--- config.mk ---
export PLATFORM = sky130hd
export DESIGN_NAME = adsr_pulse_voice
export DESIGN_NICKNAME = d
export VERILOG_FILES = /design/src/rtl/adsr_pkg.sv /design/src/rtl/adsr_envelope.sv /design/src/rtl/adsr_pulse_voice_chk.sv /design/src/rtl/adsr_pulse_voice.sv
export SDC_FILE = /design/constraint.sdc
export NUM_CORES = 1
export LEC_CHECK = 0
export ABC_AREA = 0
export CAP_MARGIN = 0
export CORE_MARGIN = 2
export CORE_UTILIZATION = 40
export CTS_CLUSTER_SIZE = 8
export DETAILED_ROUTE_END_ITERATION = 12
export PLACE_DENSITY_LB_ADDON = 0.2
export SYNTH_ARGS = -nofsm -noshare
export SYNTH_HDL_FRONTEND = slang
export SYNTH_HIERARCHICAL = 1
export SYNTH_SLANG_ARGS = --single-unit
--- constraint.sdc ---
create_clock -name clock -period 8.95 [get_ports clock]
set_input_delay 1.3425 -clock clock [delete_from_list [all_inputs] [get_ports clock]]
set_output_delay 1.3425 -clock clock [all_outputs]
set_load 0.01 [all_outputs]
--- src/rtl/adsr_pkg.sv ---
// Shared types and constants for the ADSR pulse voice: envelope states,
// duty-mode codes and the duty-to-threshold shift helper.
package adsr_pkg;

    typedef enum logic [2:0] {
        IDLE    = 3'd0,
        ATTACK  = 3'd1,
        DECAY   = 3'd2,
        SUSTAIN = 3'd3,
        RELEASE = 3'd4
    } env_state_t;

    localparam logic [1:0] MODE_P50 = 2'd0;
    localparam logic [1:0] MODE_P25 = 2'd1;
    localparam logic [1:0] MODE_P12 = 2'd2;
    localparam logic [1:0] MODE_OFF = 2'd3;

    // High-phase length is period >> shift: 1 -> 50%, 2 -> 25%, 3 -> 12.5%.
    function automatic logic [1:0] duty_shift(input logic [1:0] mode);
        logic [1:0] shift;
        case (mode)
            MODE_P50: shift = 2'd1;
            MODE_P25: shift = 2'd2;
            MODE_P12: shift = 2'd3;
            default:  shift = 2'd3;
        endcase
        return shift;
    endfunction

endpackage

--- src/rtl/adsr_envelope.sv ---
// Gated ADSR envelope: free-running tick prescaler, state machine and level.
// Gate edges arrive pre-detected; a rise always restarts ATTACK from the current level.
module adsr_envelope
    import adsr_pkg::*;
#(
    parameter int ENV_W        = 8,
    parameter int ENV_DIV      = 50000,
    parameter int ATTACK_STEP  = 4,
    parameter int DECAY_STEP   = 1,
    parameter int RELEASE_STEP = 2
) (
    input  logic             clock,
    input  logic             reset,
    input  logic             gate_rise,
    input  logic             gate_fall,
    input  logic [ENV_W-1:0] sus_level,
    output logic [ENV_W-1:0] level,
    output env_state_t       state
);

    localparam int               PRE_W     = (ENV_DIV > 1) ? $clog2(ENV_DIV) : 1;
    localparam logic [PRE_W-1:0] PRE_LAST  = PRE_W'(ENV_DIV - 1);
    localparam logic [PRE_W-1:0] PRE_ONE   = PRE_W'(1);
    localparam logic [PRE_W-1:0] PRE_ZERO  = {PRE_W{1'b0}};
    localparam logic [ENV_W-1:0] LVL_ZERO  = {ENV_W{1'b0}};
    localparam logic [ENV_W-1:0] LVL_MAX   = {ENV_W{1'b1}};
    localparam logic [ENV_W:0]   LVL_MAX_X = {1'b0, {ENV_W{1'b1}}};
    localparam logic [ENV_W:0]   ATT_X     = (ENV_W+1)'(ATTACK_STEP);
    localparam logic [ENV_W:0]   DEC_X     = (ENV_W+1)'(DECAY_STEP);
    localparam logic [ENV_W:0]   REL_X     = (ENV_W+1)'(RELEASE_STEP);

    logic [PRE_W-1:0] pre_r;
    logic             tick_s;
    env_state_t       state_r;
    env_state_t       state_nxt_s;
    logic [ENV_W-1:0] level_r;
    logic [ENV_W-1:0] level_nxt_s;
    logic [ENV_W:0]   lvl_x_s;
    logic [ENV_W:0]   sus_x_s;
    logic [ENV_W:0]   up_x_s;

    // Envelope tick prescaler, free-running from reset.
    always_ff @(posedge clock or negedge reset) begin
        if (!reset) begin
            pre_r <= PRE_ZERO;
        end else if (pre_r == PRE_LAST) begin
            pre_r <= PRE_ZERO;
        end else begin
            pre_r <= pre_r + PRE_ONE;
        end
    end

    assign tick_s = (pre_r == PRE_LAST);

    // Level operands widened by one bit so the step arithmetic cannot wrap.
    always_comb begin
        lvl_x_s = {1'b0, level_r};
        sus_x_s = {1'b0, sus_level};
        up_x_s  = lvl_x_s + ATT_X;
    end

    // State and level registers.
    always_ff @(posedge clock or negedge reset) begin
        if (!reset) begin
            state_r <= IDLE;
            level_r <= LVL_ZERO;
        end else begin
            state_r <= state_nxt_s;
            level_r <= level_nxt_s;
        end
    end

    // Next state and level: rise beats fall beats tick; a fall freezes the level.
    always_comb begin
        state_nxt_s = state_r;
        level_nxt_s = level_r;
        if (gate_rise) begin
            state_nxt_s = ATTACK;
        end else if (gate_fall &&
                     ((state_r == ATTACK) || (state_r == DECAY) || (state_r == SUSTAIN))) begin
            state_nxt_s = RELEASE;
        end else if (tick_s) begin
            case (state_r)
                IDLE: begin
                    level_nxt_s = LVL_ZERO;
                end
                ATTACK: begin
                    if (up_x_s >= LVL_MAX_X) begin
                        level_nxt_s = LVL_MAX;
                        state_nxt_s = DECAY;
                    end else begin
                        level_nxt_s = ENV_W'(up_x_s);
                    end
                end
                DECAY: begin
                    if (lvl_x_s <= sus_x_s) begin
                        state_nxt_s = SUSTAIN;
                    end else if ((lvl_x_s - sus_x_s) > DEC_X) begin
                        level_nxt_s = ENV_W'(lvl_x_s - DEC_X);
                    end else begin
                        level_nxt_s = sus_level;
                        state_nxt_s = SUSTAIN;
                    end
                end
                SUSTAIN: begin
                    level_nxt_s = level_r;
                end
                RELEASE: begin
                    if (lvl_x_s > REL_X) begin
                        level_nxt_s = ENV_W'(lvl_x_s - REL_X);
                    end else begin
                        level_nxt_s = LVL_ZERO;
                        state_nxt_s = IDLE;
                    end
                end
                default: begin
                    level_nxt_s = LVL_ZERO;
                    state_nxt_s = IDLE;
                end
            endcase
        end else begin
            state_nxt_s = state_r;
            level_nxt_s = level_r;
        end
    end

    // Outputs come straight from the registers.
    always_comb begin
        level = level_r;
        state = state_r;
    end

endmodule

--- src/rtl/adsr_pulse_voice_chk.sv ---
// Invariant checker for the pulse voice: legal states, silent IDLE,
// and a phase that never leaves the latched period.
module adsr_pulse_voice_chk
    import adsr_pkg::*;
#(
    parameter int PERIOD_W = 32,
    parameter int ENV_W    = 8
) (
    input logic                clock,
    input logic                reset,
    input env_state_t          state,
    input logic [ENV_W-1:0]    level,
    input logic [PERIOD_W-1:0] phase,
    input logic [PERIOD_W-1:0] period_q
);

    a_state_legal: assert property (@(posedge clock) disable iff (!reset)
        state inside {IDLE, ATTACK, DECAY, SUSTAIN, RELEASE});

    a_idle_silent: assert property (@(posedge clock) disable iff (!reset)
        (state == IDLE) |-> (level == {ENV_W{1'b0}}));

    a_phase_range: assert property (@(posedge clock) disable iff (!reset)
        (state != IDLE) |-> (phase < period_q));

endmodule

--- src/rtl/adsr_pulse_voice.sv ---
// One pulse-family voice (50/25/12.5% duty) shaped by a gated ADSR envelope.
// Note parameters are latched on gate rise; the output sample is registered.
module adsr_pulse_voice
    import adsr_pkg::*;
#(
    parameter int OUT_W        = 32,
    parameter int PERIOD_W     = 32,
    parameter int PEAK         = 300000000,
    parameter int ENV_W        = 8,
    parameter int ENV_DIV      = 50000,
    parameter int ATTACK_STEP  = 4,
    parameter int DECAY_STEP   = 1,
    parameter int RELEASE_STEP = 2
) (
    input  logic                    clock,
    input  logic                    reset,
    input  logic                    gate,
    input  logic [PERIOD_W-1:0]     period,
    input  logic [1:0]              mode,
    input  logic [ENV_W-1:0]        sustain_level,
    output logic signed [OUT_W-1:0] audio_out,
    output logic [ENV_W-1:0]        env_level,
    output logic                    active,
    output logic                    cycle_start
);

    localparam int                      PROD_W   = OUT_W + ENV_W + 1;
    localparam logic [PERIOD_W-1:0]     PER_ZERO = {PERIOD_W{1'b0}};
    localparam logic [PERIOD_W-1:0]     PER_ONE  = PERIOD_W'(1);
    localparam logic [PERIOD_W-1:0]     PER_MIN  = PERIOD_W'(2);
    localparam logic [ENV_W-1:0]        LVL_ZERO = {ENV_W{1'b0}};
    localparam logic signed [OUT_W-1:0] PEAK_POS = OUT_W'(PEAK);
    localparam logic signed [OUT_W-1:0] PEAK_NEG = -PEAK_POS;
    localparam logic signed [OUT_W-1:0] OUT_ZERO = {OUT_W{1'b0}};

    logic                     gate_q_r;
    logic                     rise_s;
    logic                     fall_s;
    logic [PERIOD_W-1:0]      period_q_r;
    logic [1:0]               mode_q_r;
    logic [ENV_W-1:0]         sus_q_r;
    logic [PERIOD_W-1:0]      phase_r;
    logic [PERIOD_W-1:0]      thresh_s;
    logic signed [OUT_W-1:0]  sample_s;
    logic signed [PROD_W-1:0] prod_s;
    logic signed [OUT_W-1:0]  audio_r;
    logic                     cycle_start_r;
    logic [ENV_W-1:0]         env_level_s;
    env_state_t               env_state_s;
    logic                     active_s;

    assign rise_s = gate & ~gate_q_r;
    assign fall_s = ~gate & gate_q_r;

    // Gate history and per-note parameters; a too-short period is raised to 2.
    always_ff @(posedge clock or negedge reset) begin
        if (!reset) begin
            gate_q_r   <= 1'b0;
            period_q_r <= PER_ZERO;
            mode_q_r   <= MODE_P50;
            sus_q_r    <= LVL_ZERO;
        end else begin
            gate_q_r <= gate;
            if (rise_s) begin
                period_q_r <= (period < PER_MIN) ? PER_MIN : period;
                mode_q_r   <= mode;
                sus_q_r    <= sustain_level;
            end
        end
    end

    adsr_envelope #(
        .ENV_W        (ENV_W),
        .ENV_DIV      (ENV_DIV),
        .ATTACK_STEP  (ATTACK_STEP),
        .DECAY_STEP   (DECAY_STEP),
        .RELEASE_STEP (RELEASE_STEP)
    ) u_env (
        .clock     (clock),
        .reset     (reset),
        .gate_rise (rise_s),
        .gate_fall (fall_s),
        .sus_level (sus_q_r),
        .level     (env_level_s),
        .state     (env_state_s)
    );

    assign active_s = (env_state_s != IDLE);

    // Phase counter restarts on every rise and parks at zero while idle.
    always_ff @(posedge clock or negedge reset) begin
        if (!reset) begin
            phase_r <= PER_ZERO;
        end else if (rise_s) begin
            phase_r <= PER_ZERO;
        end else if (!active_s) begin
            phase_r <= PER_ZERO;
        end else if (phase_r == (period_q_r - PER_ONE)) begin
            phase_r <= PER_ZERO;
        end else begin
            phase_r <= phase_r + PER_ONE;
        end
    end

    // Pulse sample; a zero threshold falls through to the low half.
    always_comb begin
        thresh_s = period_q_r >> duty_shift(mode_q_r);
        if (!active_s || (mode_q_r == MODE_OFF)) begin
            sample_s = OUT_ZERO;
        end else if (phase_r < thresh_s) begin
            sample_s = PEAK_POS;
        end else begin
            sample_s = PEAK_NEG;
        end
    end

    assign prod_s = $signed({{(ENV_W+1){sample_s[OUT_W-1]}}, sample_s})
                  * $signed({{(OUT_W+1){1'b0}}, env_level_s});

    // Output register; the arithmetic shift floors negative products.
    always_ff @(posedge clock or negedge reset) begin
        if (!reset) begin
            audio_r       <= OUT_ZERO;
            cycle_start_r <= 1'b0;
        end else begin
            audio_r       <= OUT_W'(prod_s >>> ENV_W);
            cycle_start_r <= active_s && (phase_r == PER_ZERO);
        end
    end

    assign audio_out   = audio_r;
    assign cycle_start = cycle_start_r;
    assign env_level   = env_level_s;
    assign active      = active_s;

    adsr_pulse_voice_chk #(
        .PERIOD_W (PERIOD_W),
        .ENV_W    (ENV_W)
    ) u_chk (
        .clock    (clock),
        .reset    (reset),
        .state    (env_state_s),
        .level    (env_level_s),
        .phase    (phase_r),
        .period_q (period_q_r)
    );

endmodule

# --- Yosys cells after proc, flatten, opt, wreduce, memory -nomap -nowiden ---
# Index checks and enable logic that the tools add are counted.
word_totals:
  reg_bits: 135
  input_bits: 45
  out_inout_bits: 42
op_classes:
  add_sub_neg: 7
  multipliers: 1
  n_lt_le_gt_ge: 6
  n_eq_ne: 13
  shift: 1
  mux: 21
  n_bitwise: 7
  reduce_logical: 14
op_table:
  columns: ["operator", "n"]
  rows:
  - ["$mux W32", 6]
  - ["$mul A32 B9 Y40", 1]
  - ["$add A32 B1 Y32 const B", 1]
  - ["$eq A32 B32 Y1", 1]
  - ["$logic_not A32 Y1", 1]
  - ["$lt A32 B2 Y1 const B", 1]
  - ["$lt A32 B32 Y1", 1]
  - ["$mux W8", 4]
  - ["$pmux W8 S4", 1]
  - ["$shr A32 B2 Y32", 1]
  - ["$sub A32 B1 Y32 const B", 1]
  - ["$mux W3", 7]
  - ["$add A16 B1 Y16 const B", 1]
  - ["$eq A16 B16 Y1 const B", 1]
  - ["$mux W16", 1]
  - ["$pmux W3 S4", 1]
  - ["$reduce_and A5 Y1", 2]
  - ["$add A8 B3 Y9 const B", 1]
  - ["$ge A9 B8 Y1 const B", 1]
  - ["$gt A9 B1 Y1 const B", 1]
  - ["$sub A8 B8 Y9", 1]
  - ["$gt A8 B2 Y1 const B", 1]
  - ["$le A8 B8 Y1", 1]
  - ["$sub A8 B1 Y8 const B", 1]
  - ["21 further kinds", 31]

# --- Longest topological paths before layout ---
logic_depth:
  ltp_word: 8
  ltp_mapped: 33
  depth_no_buf: 29

# --- Hierarchy ---
# Netlist, hierarchy kept.
modules_own_cells:
  columns: ["module", "instances", "cells_per_inst", "area_per_inst_um2", "seq_area_each_um2"]
  rows:
  - ["adsr_pulse_voice", 1, 1229, 11383.4, 2702.6]
  - ["adsr_envelope", 1, 306, 2567.5, 675.6]

# --- Worst setup path before layout ---
# OpenSTA, ideal clock, no wires.
synth_timing:
  path_type: "reg-to-reg"
  startpoint: "register mode_q_r[0]"
  endpoint: "register audio_r[30], in the netlist audio_out[30]"
  setup_time_ps: 116
  arrival_time_ps: 8081
  setup_slack_ps: 753
  path_stages_with_launch: 30
  path_buffers: 3
  period_less_slack_ps: 8197
  cell_sequence: "dfrtp_1 -> clkbuf_1 -> buf_1 -> mux2i_1 -> nor2_1 -> a21oi_1 -> ha_1 -> a21o_1 -> a2111oi_0 -> o21ai_0 -> a31oi_1 -> o211a_1 -> o211ai_1 -> a211o_1 -> clkbuf_1 -> nor2b_1 -> fa_1 -> inv_1 -> fa_1 -> inv_1 -> fa_1 -> fa_1 -> ha_1 -> a21o_1 -> a221oi_1 -> o221ai_1 -> a221oi_1 -> o211ai_1 -> a2111o_1 -> o311ai_0"
synth_via:
  elab_chain_len: 7
  word_cells_on_any_way: 10
  classes_between: "1 x mul; 1 x order compare; 2 x eq/ne; 1 x shift; 3 x mux; 2 x reduce/logical"
synth_lines:
  columns: ["item", "line_no", "source"]
  rows:
  - ["start, declared", "adsr_pulse_voice.sv:40", "logic [1:0] mode_q_r;"]
  - ["start signal, assigned", "adsr_pulse_voice.sv:66", "mode_q_r <= mode;"]
  - ["$eq A2 B1 Y1 / $logic_not A2 Y1 (equally long branches)", "adsr_pkg.sv:21", "case (mode)"]
  - ["$pmux W2 S2", "adsr_pkg.sv:21", null]
  - ["$shr A32 B2 Y32", "adsr_pulse_voice.sv:107", "thresh_s = period_q_r >> duty_shift(mode_q_r);"]
  - ["$lt A32 B32 Y1", "adsr_pulse_voice.sv:110", "end else if (phase_r < thresh_s) begin"]
  - ["$mux W32", "adsr_pulse_voice.sv:110", null]
  - ["$mux W32 (*)", "adsr_pulse_voice.sv:108", "if (!active_s || (mode_q_r == MODE_OFF)) begin"]
  - ["$mul A32 B9 Y40 (*)", "adsr_pulse_voice.sv:118", "* $signed({{(OUT_W+1){1'b0}}, env_level_s});"]
  - ["net prod_s[38]", "adsr_pulse_voice.sv:45", "logic signed [PROD_W-1:0] prod_s;"]
  - ["end signal, assigned", "adsr_pulse_voice.sv:126", "audio_r <= OUT_W'(prod_s >>> ENV_W);"]
  - ["end, declared", "adsr_pulse_voice.sv:46", "logic signed [OUT_W-1:0] audio_r;"]
# The timed path passes the listed nets; every way through them passes the cells marked *.
# A chain may end at the register's enable or synchronous reset.

# --- Final worst setup path ---
# Ends and elaborated chain as after synthesis.

==> reports/metrics.cfg <==
[power_and_ir_drop]
power_report.internal_total_mw = 1.37
power_switching_share_pct = 31.1
net-switching-power_uw = 618
power.share.combinational_pct = 23.3
clockPowerShare_pct = 39.5
power.density_cell_area_nw_per_um2 = 125
leakage_nw = 7.32
ir_drop_uv = 145
seq_power_share_pct = 37.2

[placed_design]
dpl_cell_area_sq_um = 15200
place.port_buffers = 86
gpl.final_weighted_congestion = 0.916
total_half_perimeter_wirelength_after_legalization_and_detailed_placement_mm = 27.5

[floorplanning]
dieArea_sq_um = 36400
die_width_um = 191
initial_core_util_pct = 40.5
core_area_sq_um = 34500
die-height_um = 191
ios = 87
number_of_core_rows = 68

[synthesis]
yosysSeqAreaShare_pct = 24.2
syn_area_sq_um = 14000
syn_area_per_cell_sq_um = 9.09
dominantRegCellSynth = dfrtp_1
synth_area_leader_cell = dfrtp_1
synth_cells = 1535
yosys_register_bits = 135
async_reset_ff_share_pct = 100
synth_enable_flop_cells = 0
synth.distinct_cells = 77
synthesis.yosys.warnings = 6
synth_top_cells_by_area = dfrtp_1 24%, fa_1 14%, ha_1 10%
synth_top_cell_area_share_pct = 24.2
syn_nets = 1791

[clock_tree]
cts_made_buffers = 17
cts-root-buf = clkbuf_16
clock_sink_count = 135
clock_latency_ns = 0.44
clock_pin_slew_on_the_worst_setup_and_hold_paths_ns = 0.06
cts_hold_buf = 0
tritoncts = built
max-clock-path-buffers = 2
cts_max_level = 4

[sta]
min_period_over_period_pct = 92.3
min_hold_slack_ns = 0.487
slew_headroom_pct = 25.7
finalClockSkew_ns = 0.0175
timing_max_transition_violations_final = 0
maxClockFrequency_ghz = 0.121
finalSetupTns_ns = 0
final.min_clock_period_ns = 8.26
report.final.hold_viol_count = 0
worst_pin_slew_ns = 1.09
setup_viol = 0
unrepaired_setup_endpoints_after_global_routing = no

[min_path]
worstHoldPathType = reg -> reg
holdCritStartpoint = u_env/pre_r[0]
worstHoldPathCells = 1
hold-path-endpoint = u_env/pre_r[0]

[cells_and_area]
layout_commonest_cell = inv_1
area_taken_by_multi_input_logic_gates_sq_um = 9500
post_route_cells_drive_above_1_share_pct = 9.10
area_delta_synth_final_pct = 13.6
final_cell_mix = 207 x inv_1, 133 x dfrtp_1, 116 x ha_1
regArea_sq_um = 3380
final_net_count = 1838
post-route-cell-area_sq_um = 15900
ant_diodes = 0
nFillCells = 3323

[route]
drt-met1-wl_mm = 17.2
dr_wl_met2_mm = 16.2
vias_per_cell = 5.34
routed-wl-met3_mm = 1.26
top_layer = met4
routed_wire_length_per_instance_um = 17.2
route.final.wire_length_mm = 35.3
vias = 10900
drtIter0Drc = 514
final_antenna_net_count = 0
drc = 0
first_pass_iters = 5

[critical_path]
crit_buf_inv = 7
timing.critical_path.max_delay_family = compound AO/OA/AOI/OAI gates
critical_path_peak_fanout = 26
timing.rr.start = mode_q_r[0]
r2r-end = audio_out[30]
worst_setup_path_end_kind = flip-flop
cpMostUsedCell = inv_1
slowest_stage = dfrtp_2
r2r_setup_slack_ns = 0.69
r2r.worst_path.cells = 32
crit_path_launch_type = flip-flop
criticalPathCategory = reg -> reg
cp_data_required_time_ns = 9.27
slowest_delay_ns = 0.58
critPathArrivalTime_ns = 8.58

[global_route]
pin_count_of_the_biggest_net_entering_global_routing = 76
initial_antenna_violation_count = 0
grt_overflow = 0
globalRouteTotalUtil_pct = 20.6
grt_pass1_vias = 11300
grt_first_pass_wirelength_mm = 59.6

[run_status]
outcome = completed

[run]
drv.max_cap_violation_count = 0

power by group through the flow:
stage               clock, mW  sequential (mW)  combinational [mW]
global route            0.829            0.750               0.525
finish                  0.785            0.740               0.464
floorplan                   0            0.701               0.355
detailed placement          0            0.749               0.462
CTS                     0.810            0.738               0.466
global placement            0            0.749               0.456
logic make-up after synthesis:
| kind of cell | Yosys count | synth area share, % |
|---|---|---|
| mux | 73 | 5.59 |
| simple gates | 462 | 18.4 |
| flops | 135 | 24.2 |
| buf+inv | 281 | 7.81 |
| other cells | 1 | 0.0269 |
| xor+xnor | 122 | 7.66 |
| fa+ha+maj | 211 | 24.0 |
| compound gates | 250 | 12.2 |
cell usage after synthesis (8+ instances only):
cell and number:
inv_1 207, dfrtp_1 135, ha_1 116, nor2_1 98
fa_1 95, a21oi_1 86, nand2_1 81, xnor2_1 71
clkbuf_1 61, xor2_1 51, nand3_1 48, mux2_2 39
o21ai_0 38, mux2i_1 34, nand4_1 31, nor3_2 30
nor4_1 26, nor3_1 25, a21o_1 19, nand2b_1 19
and2_1 18, and3_1 16, o211ai_1 16, nor2b_1 15
o21bai_1 10, a22oi_1 9, or3_1 9, nor3b_1 8
how the worst max path moves through the flow:
| stage | end | cells past startpoint | from |
|---|---|---|---|
| 4_1_cts | audio_out[30] | 28 | mode_q_r[0] |
| 6_report | audio_out[30] | 32 | mode_q_r[0] |
| 3_5_place_dp | audio_out[30] | 28 | mode_q_r[0] |
| 2_1_floorplan | audio_out[30] | 29 | mode_q_r[0] |
| 5_1_grt | audio_out[30] | 32 | mode_q_r[0] |
| 3_3_place_gp | audio_out[30] | 27 | mode_q_r[0] |
worst register-to-register path: cells and delay by family, from the launching register on:
family	cells	cell delay (ns)
adders and majority gates	6	2.47
buffers and inverters	7	0.88
muxes	1	0.23
DFF	1	0.58
AOI/OAI and AO/OA	16	3.63
and+or+nand+nor	2	0.37
sequential cells by signal, summed over array words and instances, names as in the netlist:
signal and count:
u_env/level 8, phase_r 32, audio_out 32, cycle_start 1
gate_q_r 1, sus_q_r 8, period_q_r 32, u_env/state 3
mode_q_r 2, u_env/pre_r 16
stage by stage:
step | setup slack, ns | total power [mW] | std cells | utilization (%)
floorplan | 0.753 | 1.06 | 1535 | -
global placement | 0.609 | 1.21 | 2017 | 44.1
detailed placement | 0.424 | 1.21 | 2017 | 44.1
CTS | 0.387 | 2.01 | 2047 | 46.0
global route | 0.00790 | 2.10 | 2048 | 46.0
finish | 0.692 | 1.99 | 2048 | 46.0
final cells by class:
cell class              instances  share of cell area [%]
clock inverters                11                    1.26
inverters                     207                    4.90
well taps                     455                    3.59
clock buffers                  19                    2.79
repair buffers                102                    6.20
flip-flops and latches        135                    21.3
multi-input cells            1119                    59.9
metal layers:
metal,global-route usage (%),vias up
li1,-,5351
met1,28.9,5357
met2,33.2,195
met3,2.89,34
met4,5.64,0
met5,0,-
what timing repair did:
action | 4_1_cts | 5_1_grt
endpoints found under the setup margin | 0 | 1
setup buffers | 0 | 1
gates resized for setup | 0 | 2
endpoints found under the hold margin | 0 | 0
Power figures use the tool's default switching activity.
